**config.mk**
```make
export PLATFORM = sky130hd
export DESIGN_NAME = iterative_shifter
export DESIGN_NICKNAME = d
export VERILOG_FILES = /design/src/rtl/iterative_shifter.sv
export SDC_FILE = /design/constraint.sdc
export NUM_CORES = 1
export LEC_CHECK = 0
export BUFFER_PORTS_ARGS = -buffer_cell sky130_fd_sc_hd__buf_2
export CAP_MARGIN = 10
export CORE_MARGIN = 1.5
export CORE_UTILIZATION = 49
export DETAILED_ROUTE_END_ITERATION = 7
export GPL_TIMING_DRIVEN = 0
export PLACE_DENSITY = 0.81
export REMOVE_ABC_BUFFERS = 1
export SYNTH_ARGS = -nofsm -noshare
export SYNTH_HDL_FRONTEND = slang
export SYNTH_SLANG_ARGS = --single-unit
```
**constraint.sdc**
```tcl
create_clock -name Clk -period 2.1 [get_ports Clk]
set_clock_uncertainty 0.05 [all_clocks]
set_input_delay 0.21 -clock Clk [delete_from_list [all_inputs] [get_ports Clk]]
set_output_delay 0.21 -clock Clk [all_outputs]
set_load 0.01 [all_outputs]
```
**src/rtl/iterative_shifter.sv**
```systemverilog
// Multi-cycle 32-bit shifter: arithmetic right / logical left, one bit per clock.
// Define SHIFT_FAST_STEP_EN to advance four positions per clock while four or more remain.
module iterative_shifter #(
  parameter int WIDTH = 32,
  parameter int AMT_W = 5
) (
  input  logic             Clk,
  input  logic             Rst,
  input  logic             Start,
  input  logic             SH_DIR,
  input  logic [AMT_W-1:0] SH_AMT,
  input  logic [WIDTH-1:0] D_IN,
  output logic [WIDTH-1:0] D_OUT,
  output logic             Busy,
  output logic             Done
);

  typedef enum logic [1:0] {
    S_IDLE  = 2'd0,
    S_SHIFT = 2'd1,
    S_DONE  = 2'd2
  } state_e;

  state_e           state_q, state_d;
  logic [WIDTH-1:0] work_q, work_d;
  logic [WIDTH-1:0] dout_q, dout_d;
  logic [AMT_W-1:0] cnt_q, cnt_d;
  logic             dir_q, dir_d;

  logic [WIDTH-1:0] shifted;
  logic [AMT_W-1:0] step;

  // One shift step of the working register; right shifts replicate the sign bit.
  always_comb begin
    step    = AMT_W'(1);
    shifted = dir_q ? {work_q[WIDTH-1], work_q[WIDTH-1:1]}
                    : {work_q[WIDTH-2:0], 1'b0};
`ifdef SHIFT_FAST_STEP_EN
    if (cnt_q >= AMT_W'(4)) begin
      step    = AMT_W'(4);
      shifted = dir_q ? {{4{work_q[WIDTH-1]}}, work_q[WIDTH-1:4]}
                      : {work_q[WIDTH-5:0], 4'b0000};
    end
`endif
  end

  // NOTE: every next-state signal takes its hold value first, so no path through this block can infer a latch.
  always_comb begin
    state_d = state_q;
    work_d  = work_q;
    dout_d  = dout_q;
    cnt_d   = cnt_q;
    dir_d   = dir_q;

    unique case (state_q)
      S_IDLE, S_DONE: begin
        state_d = S_IDLE;
        if (Start) begin
          work_d = D_IN;
          cnt_d  = SH_AMT;
          dir_d  = SH_DIR;
          if (SH_AMT != '0) begin
            state_d = S_SHIFT;
          end else begin
            state_d = S_DONE;
            dout_d  = D_IN;
          end
        end
      end
      S_SHIFT: begin
        work_d = shifted;
        cnt_d  = cnt_q - step;
        if (cnt_q == step) begin
          dout_d  = shifted;
          state_d = S_DONE;
        end
      end
      default: state_d = S_IDLE;
    endcase
  end

  // NOTE: sequential state uses non-blocking assignments so all registers update together at the edge.
  always_ff @(posedge Clk or posedge Rst) begin
    if (Rst) begin
      state_q <= S_IDLE;
      work_q  <= '0;
      dout_q  <= '0;
      cnt_q   <= '0;
      dir_q   <= 1'b0;
    end else begin
      state_q <= state_d;
      work_q  <= work_d;
      dout_q  <= dout_d;
      cnt_q   <= cnt_d;
      dir_q   <= dir_d;
    end
  end

  assign D_OUT = dout_q;
  assign Busy  = (state_q == S_SHIFT);
  assign Done  = (state_q == S_DONE);

endmodule

```
==> impl_metrics.py <==
metrics = {
    "logic_synthesis": {
        "synth_seq_cells": 72,
        "yosys_warnings": 0,
        "synth_top_area_share_pct": 49.3,
        "synth_top_area_cell": "dfrtp_1",
        "syn_avg_cell_area_um2": 11.3,
        "synth_area_leaders": "dfrtp_1 (49%), mux2i_1 (18%), mux2_2 (9.9%)",
        "ys_seq_area_share_pct": 49.3,
        "synthTopCellsByCount": "dfrtp_1 (72), mux2i_1 (64), inv_1 (36), mux2_2 (32), nand3_1 (32)",
        "synth_edf_count": 0,
        "synth.most_common_cell": "dfrtp_1",
        "synth_cell_types": 31,
        "synth_area_um2": 3650,
        "syn_inst": 323,
        "synth_ff_type": "dfrtp_1",
        "async_flop_share_pct": 100,
    },
    "power_and_ir_drop": {
        "p_per_area_nw_per_um2": 1570,
        "vdd_drop_max_uv": 748,
        "p_total_mw": 6.88,
        "leakage_nw": 2.11,
    },
    "sta": {
        "hold_violations": 0,
        "rsz0062_at_grt": "false",
        "slew_headroom_pct": 41.7,
        "report.final.slew_viol_count": 0,
        "worstMarginPinSlew_ns": 0.874,
        "final.min_clock_period_ns": 1.97,
        "min_period_over_period_pct": 93.7,
        "layout_setup_ws_ns": 0.133,
        "setup_viol": 0,
        "fmax_ghz": 0.508,
        "hold_ws_ns": 0.0169,
    },
    "setup_path": {
        "worst_setup_path_end_kind": "flip-flop",
        "reg2reg_from": "state_q[0]",
        "worst_setup_path_start_kind": "flip-flop",
        "crit_fanout": 23,
        "worstPathRequired_ns": 2.26,
        "setup.worst_path.class": "reg2reg",
        "startpoint": "state_q[0]",
        "critical_path_arrival_ns": 2.13,
    },
    "floorplan": {
        "die_h_um": 89.3,
        "die_w_um": 89.3,
        "num_io_pins": 75,
        "die_area_um2": 7980,
        "start_util_pct": 50.6,
        "core_um2": 7210,
        "rows": 31,
    },
    "cells_and_area": {
        "layout-drive-gt1-share_pct": 34.5,
        "multi_input_area_um2": 1620,
        "diodes": 0,
        "n_fill_cell": 622,
        "nets": 435,
        "regArea_um2": 1800,
        "area_delta_synth_final_pct": 20.0,
    },
    "drt": {
        "drt-pass1-iter-count": 4,
        "drt_iter0_markers": 128,
        "vias": 2657,
        "routed_wl_mm": 7.61,
        "ant_nets": 0,
        "avgRoutedWirePerCell_um": 15.3,
        "drc": 0,
        "vias_per_cell": 5.36,
    },
    "global_routing": {
        "first_global_vias": 2615,
        "grt_max_degree": 73,
        "grt_overflow_total": 0,
        "grt_pass1_wl_mm": 12.2,
        "grt.total_usage_pct": 20.4,
        "grt_antenna_before_repair": 0,
    },
    "clock_network": {
        "clockRootBuffer": "clkbuf_8",
        "cts_tree": "yes",
        "clockBufferDepth": 2,
        "cts.reportedPaths.clkPinSlew_ns": 0.08,
        "insertion_delay_ns": 0.34,
        "numCtsBuffers": 9,
        "ctsHtreeMaxLevel": 3,
        "clock-sinks": 72,
    },
    "run": {
        "maxCapViolations": 0,
    },
    "place": {
        "pre_cts_ws_ns": -0.872,
        "io_buffer_count": 74,
        "dp_hpwl_mm": 4.96,
        "gp_congestion": 0.849,
    },
    "hold_path": {
        "holdCritPathClass": "in2async",
    },
    "outcome": {
        "status": "completed",
    },
}
## critical path, cell delays in order (launching register included)
cell and delay [ns]:
dfrtp_1 0.47, nand2b_4 0.30, inv_8 0.14, buf_16 0.20
nor2_4 0.34, buf_8 0.20, o21ai_0 0.11
## routing by layer
| metal | track usage (%) | part of all wire, % |
|---|---|---|
| met5 | 0 | 0 |
| met4 | 7.55 | 1.3 |
| met3 | 4.80 | 5.0 |
| met2 | 33.6 | 47 |
| met1 | 26.2 | 46 |
## placed cells by master (no fill, tap or decap), drive strengths merged
cell and count:
dfrtp 72, mux2i 64, a311o 1, nor2 2, nor4b 1, nor3b 1, mux2 32, ha 2
bufinv 1, nand4 1, clkinv 2, o221a 1, a221o 1, nand2 5, clkbuf 13, nand2b 2
and3 1, nand3 32, inv 36, o21ai 34, or3b 1, buf 80, o221ai 1, a21oi 2
nor3 2, o2bb2ai 2, and4b 1, or4 1, nor2b 2, a22oi 1
## through the flow
step	setup TNS [ns]	util [%]	instance area (um^2)	instances
floorplan	-81.94	-	3500	300
global placement	-221.11	55.3	3990	473
detailed placement	-52.91	56.4	4070	476
finish	0	60.7	4380	496
CTS	0	59.9	4320	493
global route	0	60.7	4380	496
## timing repair
action	4_1_cts	5_1_grt
gates cloned	1	0
hold buffers	0	0
buffers inserted	0	3
endpoints found under the setup margin	70	31
pin swaps	0	2
gates resized for setup	10	1
## final cells by class
cell class / count / share of cell area, %
inverter: 36 / 3.31
clock inverter: 3 / 0.914
tap: 99 / 2.83
sequential: 72 / 41.2
multi-input combinational: 193 / 37.0
timing repair buffer: 80 / 11.1
clock buffer: 13 / 3.63
## flip-flops by register name (all words and copies together), names as in the netlist
signal and cells:
D_OUT 32, work_q 32, cnt_q 5, state_q 2, dir_q 1
## final timing paths
kind / end / slack (ns) / cells past startpoint
worst max register to register: work_q[1] / 0.13 / 6
max in group asynchronous: dir_q / 1.39 / 2
worst max-delay path: work_q[1] / 0.13 / 6
worst min-delay path: dir_q / 0.02 / 2
min in group Clk: dir_q / 0.02 / 3
worst min register to register: D_OUT[20] / 0.47 / 2
## where the power goes
group          total [mW]  internal (mW)  switching, mW
sequential           2.65           2.08          0.568
clock                1.09          0.611          0.483
combinational        3.14           1.55           1.58
total                6.88           4.25           2.64
## cell families after synthesis
group           count (synthesis)  synth area share (%)
buf+inv                        59                  7.88
fa+ha+maj                       2                 0.685
flops                          72                  49.3
compound gates                 42                  6.99
simple gates                   52                  7.68
mux                            96                  27.4
Note: power is estimated with default switching activity, not from simulation.
